**config.mk**
```make
export PLATFORM = sky130hd
export DESIGN_NAME = atari_keyboard_matrix
export DESIGN_NICKNAME = d
export VERILOG_FILES = /design/src/rtl/atari_keyboard_matrix.sv
export SDC_FILE = /design/constraint.sdc
export NUM_CORES = 1
export LEC_CHECK = 0
export BUFFER_PORTS_ARGS = -buffer_cell sky130_fd_sc_hd__buf_2
export CAP_MARGIN = 20
export CORE_MARGIN = 10
export CORE_UTILIZATION = 58
export DETAILED_ROUTE_END_ITERATION = 16
export GPL_TIMING_DRIVEN = 0
export PLACE_DENSITY = 0.77
export SLEW_MARGIN = 10
export SYNTH_ARGS = -nofsm -noshare
export SYNTH_HDL_FRONTEND = slang
export SYNTH_SLANG_ARGS = --single-unit
```
**constraint.sdc**
```tcl
create_clock -name clk -period 7.6 [get_ports clk]
set_input_delay 0.38 -clock clk [delete_from_list [all_inputs] [get_ports clk]]
set_output_delay 0.38 -clock clk [all_outputs]
set_load 0.02 [all_outputs]
```
**src/rtl/atari_keyboard_matrix.sv**
```systemverilog
// Keyboard matrix emulation for the POKEY scanner: a host key-event stream
// becomes a 64-key pressed map with minimum-hold releases, plus modifier lines.
module atari_keyboard_matrix #(
   parameter int unsigned HOLD_SCANS = 2
) (
   input  logic       clk,
   input  logic       reset,
   input  logic       ce,
   input  logic [5:0] keyboard_scan,
   output logic [1:0] keyboard_response,
   input  logic       evt_valid,
   output logic       evt_ready,
   input  logic [1:0] evt_kind,
   input  logic [5:0] evt_code,
   input  logic       evt_press,
   input  logic       all_release,
   output logic [6:0] key_count
);

   localparam int unsigned NKEYS  = 64;
   localparam logic [1:0]  HOLD   = 2'(HOLD_SCANS);
   localparam logic [1:0]  K_KEY  = 2'b00;
   localparam logic [1:0]  K_SHF  = 2'b01;
   localparam logic [1:0]  K_CTL  = 2'b10;

   logic [NKEYS-1:0]      pressed_q, pressed_d;
   logic [NKEYS-1:0]      pending_q, pending_d;
   logic [NKEYS-1:0][1:0] seen_q, seen_d;
   logic                  shift_q, shift_d;
   logic                  control_q, control_d;
   logic                  brk_q, brk_d;
   logic [5:0]            prev_code_q, prev_code_d;
   logic [6:0]            count_q, count_d;

   logic [5:0] code;
   logic       visit;
   logic       evt_accept;

   assign code       = ~keyboard_scan;
   assign visit      = ce && (code != prev_code_q);
   assign evt_ready  = ~(reset | all_release);
   assign evt_accept = ce & evt_valid & evt_ready;
   assign key_count  = count_q;

   // Zero-latency answer to the scanner's current address.
   always_comb begin
      keyboard_response[0] = ~pressed_q[code];
      unique case (code)
         6'h00:   keyboard_response[1] = ~control_q;
         6'h10:   keyboard_response[1] = ~shift_q;
         6'h30:   keyboard_response[1] = ~brk_q;
         default: keyboard_response[1] = 1'b1;
      endcase
   end

   always_comb begin
      pressed_d   = pressed_q;
      pending_d   = pending_q;
      seen_d      = seen_q;
      shift_d     = shift_q;
      control_d   = control_q;
      brk_d       = brk_q;
      prev_code_d = prev_code_q;
      count_d     = count_q;
      if (ce) begin
         prev_code_d = code;
         if (all_release) begin
            pressed_d = '0;
            pending_d = '0;
            seen_d    = '0;
            shift_d   = 1'b0;
            control_d = 1'b0;
            brk_d     = 1'b0;
         end else begin
            // Deferred releases complete once enough scanner visits were seen.
            for (int unsigned k = 0; k < NKEYS; k++) begin
               if (pending_q[k] && (seen_q[k] >= HOLD)) begin
                  pressed_d[k] = 1'b0;
                  pending_d[k] = 1'b0;
                  seen_d[k]    = 2'b00;
               end else if (visit && (code == 6'(k)) && pressed_q[k] && (seen_q[k] < HOLD)) begin
                  seen_d[k] = seen_q[k] + 2'd1;
               end
            end
            if (evt_accept) begin
               unique case (evt_kind)
                  K_KEY: begin
                     if (evt_press) begin
                        if (!pressed_d[evt_code]) seen_d[evt_code] = 2'b00;
                        pressed_d[evt_code] = 1'b1;
                        pending_d[evt_code] = 1'b0;
                     end else if (pressed_d[evt_code]) begin
                        pending_d[evt_code] = 1'b1;
                     end
                  end
                  K_SHF:   shift_d   = evt_press;
                  K_CTL:   control_d = evt_press;
                  default: brk_d     = evt_press;
               endcase
            end
         end
         count_d = '0;
         for (int unsigned k = 0; k < NKEYS; k++) begin
            count_d = count_d + 7'(pressed_d[k]);
         end
      end
   end

   always_ff @(posedge clk or posedge reset) begin
      if (reset) begin
         pressed_q   <= '0;
         pending_q   <= '0;
         seen_q      <= '0;
         shift_q     <= 1'b0;
         control_q   <= 1'b0;
         brk_q       <= 1'b0;
         prev_code_q <= '0;
         count_q     <= '0;
      end else begin
         pressed_q   <= pressed_d;
         pending_q   <= pending_d;
         seen_q      <= seen_d;
         shift_q     <= shift_d;
         control_q   <= control_d;
         brk_q       <= brk_d;
         prev_code_q <= prev_code_d;
         count_q     <= count_d;
      end
   end

endmodule

```
After elaboration in Yosys (flattened, before gate mapping)
Index checks and enable logic that the tools add are counted.
{"block": "op_classes", "n_addsub": 127, "magnitude_cmp": 131, "n_eq_ne": 67, "mux": 673, "n_bitwise": 15, "n_reduce_logical": 267}
{"operator": "two-way mux 128 bit", "count": 5}
{"operator": "two-way mux 64 bit", "count": 10}
{"operator": "two-way mux 2 bit", "count": 257}
{"operator": "adder 7 x 1 -> 7 bit", "count": 57}
{"operator": "two-way mux 1 bit", "count": 396}
{"operator": "logical AND 1 bit", "count": 258}
{"operator": "== test 6 bit, second input constant", "count": 32}
{"operator": "adder 2 x 1 -> 2 bit, second input constant", "count": 64}
{"operator": "AND 128 bit", "count": 1}
{"operator": "greater-or-equal comparator 2 bit, second input constant", "count": 64}
{"operator": "less-than comparator 2 bit, second input constant", "count": 64}
{"operator": "inverter 128 bit", "count": 1}
{"operator": "bitwise OR 64 bit", "count": 2}
{"operator": "== test 6 x 5 -> 1 bit, second input constant", "count": 16}
{"operator": "AND 64 bit", "count": 1}
{"operator": "inverter 64 bit", "count": 1}
{"operator": "== test 6 x 4 -> 1 bit, second input constant", "count": 8}
{"operator": "== test 6 x 3 -> 1 bit, second input constant", "count": 4}
{"operator": "less-than comparator 6 x 7 -> 1 bit, second input constant", "count": 2}
{"operator": "binary-select mux 1 bit (select 6 bit)", "count": 2}
{"operator": "demux 2 bit (select 6 bit)", "count": 1}
{"operator": "== test 6 x 2 -> 1 bit, second input constant", "count": 2}
{"operator": "AND reduction 3 bit", "count": 3}
{"operator": "adder 6 x 1 -> 7 bit", "count": 1}
{"operator": "other kinds (21)", "count": 28}
{"block": "word_totals", "reg_bits": 272, "inputBits": 20, "output_inout_bits": 10, "elab_cells": 1351}

Depth between registers and ports, before layout
{"block": "depth", "word_depth": 74, "depth_mapped": 30, "mapped_depth_nobuf": 28}

Least setup slack after synthesis
Ideal clock, no wire load.
{"block": "synth_path", "path_type": "input to register", "from": "in all_release", "to": "reg count_q[6], in the netlist key_count[6]", "setup_time_ns": 0.137, "t_arrival_ns": 7.460, "required_time_ns": 7.463, "path_slack_ns": 0.003, "path_stages": 27, "path_buffers": 2, "path_cell_list": "clkbuf_1 -> nor2b_1 -> clkbuf_1 -> nand4_1 -> nor3_1 -> nand2_1 -> a21o_1 -> fa_1 -> fa_1 -> fa_1 -> inv_1 -> fa_1 -> fa_1 -> fa_1 -> inv_1 -> fa_1 -> fa_1 -> inv_1 -> ha_1 -> fa_1 -> a21o_1 -> a21oi_1 -> nor2b_1 -> nor2_1 -> nor2_1 -> nor2_1 -> a21oi_1"}
{"block": "synth_via", "elab_chain_len": 69}
{"element": "from (decl)", "line_no": "16", "source": "input logic all_release,"}
{"element": "bitwise OR 1 bit", "line_no": "41", "source": "assign evt_ready = ~(reset | all_release);"}
{"element": "inverter 1 bit", "line_no": "41"}
{"element": "AND 1 bit", "line_no": "42", "source": "assign evt_accept = ce & evt_valid & evt_ready;"}
{"element": "two-way mux 64 bit", "line_no": "85", "source": "if (evt_accept) begin"}
{"element": "two-way mux 64 bit *", "line_no": "67", "source": "if (all_release) begin"}
{"element": "two-way mux 64 bit *", "line_no": "65", "source": "if (ce) begin"}
{"element": "adder 1 x 1 -> 2 bit", "line_no": "104", "source": "count_d = count_d + 7'(pressed_d[k]);"}
{"element": "adder 2 x 1 -> 3 bit", "line_no": "104"}
{"element": "adder 3 x 1 -> 4 bit", "line_no": "104"}
{"element": "adder 4 x 1 -> 5 bit", "line_no": "104"}
{"element": "adder 5 x 1 -> 6 bit", "line_no": "104"}
{"element": "adder 6 x 1 -> 7 bit", "line_no": "104"}
{"element": "adder 7 x 1 -> 7 bit (56 in series)", "line_no": "104"}
{"element": "adder 7 x 1 -> 7 bit *", "line_no": "104"}
{"element": "to (signal assigned)", "line_no": "127", "source": "count_q <= count_d;"}
{"element": "to (decl)", "line_no": "33", "source": "logic [6:0] count_q, count_d;"}
Every way passes the cells marked *; elsewhere a longest branch is shown, timed or not. The select of a mux whose other input is x is not followed.
A chain may end at the register's enable or synchronous reset.

Final worst setup path
{"block": "layout_path", "from": "in evt_code[0]", "to": "reg count_q[6], in the netlist key_count[6]"}
{"block": "layout_via", "elab_chain_len": 73, "elab_cells_between_ends": 74, "classes_between": "add/sub: 63; order compare: 2; mux: 7; bitwise: 1; reduce/logical: 1"}
{"element": "from (decl)", "line_no": "14", "source": "input logic [5:0] evt_code,"}
{"element": "less-than comparator 6 x 7 -> 1 bit (implied by the code) or greater-or-equal comparator 6 x 1 -> 1 bit (tied branches)", "line_no": "90", "source": "pressed_d[evt_code] = 1'b1;"}
{"element": "logical AND 1 bit (implied by the code)", "line_no": "90"}
{"element": "two-way mux 1 bit (implied by the code)", "line_no": "90"}
{"element": "demux 1 bit (select 6 bit) *", "line_no": "90"}
{"element": "bitwise OR 64 bit (no line) *"}
{"element": "two-way mux 64 bit *", "line_no": "88", "source": "if (evt_press) begin"}
{"element": "two-way mux 64 bit *", "line_no": "86", "source": "unique case (evt_kind)"}
{"element": "two-way mux 64 bit *", "line_no": "85"}
{"element": "(+2 left out)"}
{"element": "adder 1 x 1 -> 2 bit", "line_no": "104"}
{"element": "adder 2 x 1 -> 3 bit", "line_no": "104"}
{"element": "adder 3 x 1 -> 4 bit", "line_no": "104"}
{"element": "adder 4 x 1 -> 5 bit", "line_no": "104"}
{"element": "adder 5 x 1 -> 6 bit", "line_no": "104"}
{"element": "adder 6 x 1 -> 7 bit", "line_no": "104"}
{"element": "adder 7 x 1 -> 7 bit (56 in series)", "line_no": "104"}
{"element": "adder 7 x 1 -> 7 bit *", "line_no": "104"}
Marked as above.

==> flow_summary.rst <==
.. list-table::
   :header-rows: 1

   * - Metric
     - Value
   * - Outcome
     - completed
   * - Post-detailed-placement cell area
     - between 15,000 and 20,000 um2
   * - Final number of hold-violating endpoints
     - 0
   * - Post-Syn Nets
     - ~2,300
   * - Startpoint class of the critical path
     - input pin
   * - MaxCap Viol Count
     - 0
   * - Total number of nets in the final design
     - around 2,400
   * - Clock transition at the registers of the reported paths
     - approximately 0.060 ns
   * - Global route total overflow
     - 0
   * - Crit path from
     - evt_code[0]
   * - Synth Area in Simple Gates
     - between 15 and 20%
   * - DRT antenna net count
     - 0
   * - Final Power
     - 3678 uW
   * - Arr. time, crit path
     - just under 8 ns
   * - Total Die Area
     - between 40,000 and 50,000 um2
   * - Setup repair after global routing missed its margin
     - no
   * - Max VDD drop
     - ~0.18 mV
   * - Setup violators final
     - 0
   * - Transition at the pin with the smallest max-transition slack
     - 1.258 ns
   * - Most common cell after layout, fill and taps aside
     - sky130_fd_sc_hd__dfrtp_1
   * - Most used cell, CP
     - sky130_fd_sc_hd__fa_1
   * - CP max stage cell
     - sky130_fd_sc_hd__fa_2
   * - Dominant cell type by area after synthesis
     - sky130_fd_sc_hd__dfrtp_1
   * - Global-route usage over all layers
     - 41.60%
   * - Detailed placement HPWL
     - between 60 and 70 mm
   * - Worst clock skew
     - 0.02287 ns
   * - Min-Delay Path Class
     - input pin to flip-flop
   * - Adder and majority cell fraction of the synthesized area
     - between 10 and 15%
   * - Final clock period utilization by the worst path
     - ~100%
   * - Area share of the largest cell type after synthesis
     - 35.94%
   * - YS warnings
     - 0
   * - Global placement routability congestion
     - approximately 1.1
   * - Crit. End Element
     - flip-flop
   * - Number of global-route vias before repair
     - roughly 19,000
   * - Number of clock buffers inserted by TritonCTS
     - 34
   * - Clock Sink Count
     - about 270
   * - Root cell of the clock tree
     - sky130_fd_sc_hd__clkbuf_16
   * - Starting DRC count in detailed routing
     - 3,239
   * - Die boundary width
     - between 200 and 250 um
   * - Count of different cell masters after synthesis
     - 73
   * - Post-synthesis area per instance
     - about 9 um2
   * - I/O Pins
     - 30
   * - Number of search-and-repair iterations in the first detailed-routing pass
     - 6
   * - Global-route wire length before repair
     - ~120 mm
   * - Proportion of synthesized chip area in sequential cells
     - 35.94%
   * - Pin count of the biggest net entering global routing
     - 37
   * - Kind of critical path
     - input pin to flip-flop
   * - Synthesized-area fraction occupied by xor and xnor cells
     - 0.4624%
   * - Die height
     - between 200 and 250 um
   * - Number of instances in the synthesized netlist
     - 2,129
   * - Share of synthesized flip-flops with an asynchronous set or reset
     - 100.0%
   * - Final slew viol count
     - 0
   * - Filler cells
     - approximately 2,700
   * - Cell area after synthesis
     - 18,940 um2
   * - Initial cell density of the core
     - about three fifths
   * - Power density normalized to cell area
     - approximately 170 nW/um2
   * - Required time of the critical path
     - 7.98 ns
   * - Number of H-tree levels
     - 2
   * - Peak Freq
     - between 100 and 150 MHz
   * - Sequential standard cell area
     - a little under 7000 um2
   * - Mean number of vias per cell
     - 7.246
   * - Vias
     - between 15,000 and 20,000
   * - Aggregate routed wire length
     - 85.88 mm
   * - Share of the core filled with cells
     - around two thirds
   * - Area occupied by multi-input gates
     - 11,330 um2
   * - Share of synthesized area spent on multiplexers
     - 5.054%
   * - Worst Path Max Fanout
     - 8
   * - Min Clock Period, post-route
     - around 7.4 ns
   * - Core area
     - between 30,000 and 40,000 um2
   * - Compound-gate portion of the synthesized area
     - a little under a quarter
   * - Worst Hold Depth
     - 2
   * - # DRC
     - 0
   * - Final routed wire length divided by cell count
     - 32.02 um
   * - End of the worst register-to-register path
     - key_count[6]
   * - Worst R2R Setup Slack
     - around 0.29 ns
   * - Endpoint of the worst hold-timing path
     - control_q
   * - Worst reg-to-reg path cell count
     - 25
   * - Total of flip-flops plus latches after synthesis
     - between 200 and 300
   * - Primary FF master, synth
     - sky130_fd_sc_hd__dfrtp_1
   * - CTS tree
     - built
   * - Post-synthesis to final-layout area growth
     - 13.19%
   * - Most used cells in the layout excluding fill and tap cells
     - sky130_fd_sc_hd__dfrtp_1, sky130_fd_sc_hd__nand2_1, sky130_fd_sc_hd__o21ai_0, sky130_fd_sc_hd__nor2_1, sky130_fd_sc_hd__a21oi_1
   * - LEAKAGE
     - 0.008945 uW
   * - Highest cell delay on the worst timing path
     - between 0.6 and 0.7 ns
   * - Clock insertion delay at the later pin of the skew report
     - ~0.56 ns
   * - Share of final-layout standard cells stronger than drive strength 1
     - between 10% and 20%
   * - Worst R2R Start
     - seen_q[37]
   * - Number of antenna violations at the first check in global routing
     - 3
   * - HP Start
     - evt_kind[0]
   * - Design area
     - ~21,000 um2
   * - Count of buffers inserted at the top-level ports
     - 20
   * - FP Rows
     - 66
   * - Max-slew headroom at the worst pin
     - about 16%
   * - Number of flops mapped to enable cells by yosys
     - 0
   * - Dominant combinational cell family by area after synthesis
     - compound AO/OA/AOI/OAI gates
   * - Cell types occupying the most area after synthesis
     - sky130_fd_sc_hd__dfrtp_1, sky130_fd_sc_hd__o21ai_0, sky130_fd_sc_hd__fa_1
   * - Longest Clk Path Bufs
     - 3
state kept, by name, indices dropped and copies added (netlist names):
signal	flops
brk_q	1
seen_q	128
key_count	7
prev_code_q	6
control_q	1
pending_q	64
shift_q	1
pressed_q	64
what timing repair did:
action | CTS | global route
setup endpoints to repair | 7 | 4
resized for setup | 36 | 71
hold buffers | 1 | 0
pin swaps | 3 | 7
buffers inserted | 7 | 5
endpoints found under the hold margin | 23 | 0
routing by layer:
metal | part of all wire [%] | vias to the layer above | routed length, um | track usage [%]
met3 | 15 | 465 | 13030 | 16.22
met4 | 9.1 | 4 | 7849 | 31.13
met2 | 41 | 1612 | 35000 | 58.88
met5 | 0.090 | - | 77 | 1.229
met1 | 35 | 9327 | 29920 | 50.40
li1 | - | 8025 | - | -
worst max path at each step:
stage	cells past startpoint	endpoint
finish	26	key_count[6]
detailed placement	26	key_count[6]
floorplan	27	key_count[6]
CTS	29	key_count[6]
global route	29	key_count[6]
global placement	27	key_count[6]
power by group:
group | switching, uW | internal (uW) | total (uW)
Sequential | 10.3 | 1470 | 1480
Combinational | 306 | 98.0 | 404
Clock | 696 | 1100 | 1800
Total | 1010 | 2670 | 3680
cell families after synthesis:
kind of cell / Yosys count
buffers and inverters: 244
xor gates and xnor gates: 10
adders and majority gates: 133
muxes: 64
AOI/OAI and AO/OA: 671
DFF: 272
and+or+nand+nor: 735
metrics by stage:
stage / setup slack (ns) / hold slack (ns) / cells / TNS [ns]
detailed placement: -1.789 / 0.4500 / 2608 / -9.920
global placement: -2.219 / 0.4453 / 2591 / -12.89
CTS: 0.01702 / 0.06810 / 2677 / 0
global route: 0.03278 / 0.1283 / 2681 / 0
finish: 0.2046 / 0.09352 / 2682 / 0
floorplan: 0.003309 / 0.4322 / 2129 / 0
synthesized netlist by cell type, drive strengths merged, types with 8 or more instances:
master / count
nand4b: 24
nor4b: 16
inv: 121
o2111ai: 17
clkbuf: 81
nor3b: 17
ha: 79
o22a: 13
nor3: 64
and2: 12
o21a: 24
fa: 54
dfrtp: 272
a21o: 58
a32oi: 17
and3: 8
mux4: 21
buf: 42
nand2: 247
nand3: 39
a31oi: 28
a2111oi: 19
nor2: 148
o21ai: 233
nor4bb: 8
mux2: 43
o21bai: 15
nor4: 74
nor2b: 19
nand3b: 15
o31ai: 67
and4: 8
a21oi: 137
nand2b: 21
critical path, delay by kind of cell:
family	cells	cell delay, ns
buffers and inverters	5	0.77
and+or+nand+nor	8	1.82
AOI/OAI and AO/OA	4	0.51
adders and majority gates	9	4.29
cell type report:
type	count	area share, %
multi-input cells	1613	52.87
flip-flops and latches	272	31.75
clock buffers	54	4.990
plain buffers	121	2.796
well taps	442	2.580
repair buffers	50	2.189
inverters	121	2.148
clock inverters	8	0.6653
diodes	1	0.01167
Note: power is estimated with default switching activity, not from simulation.
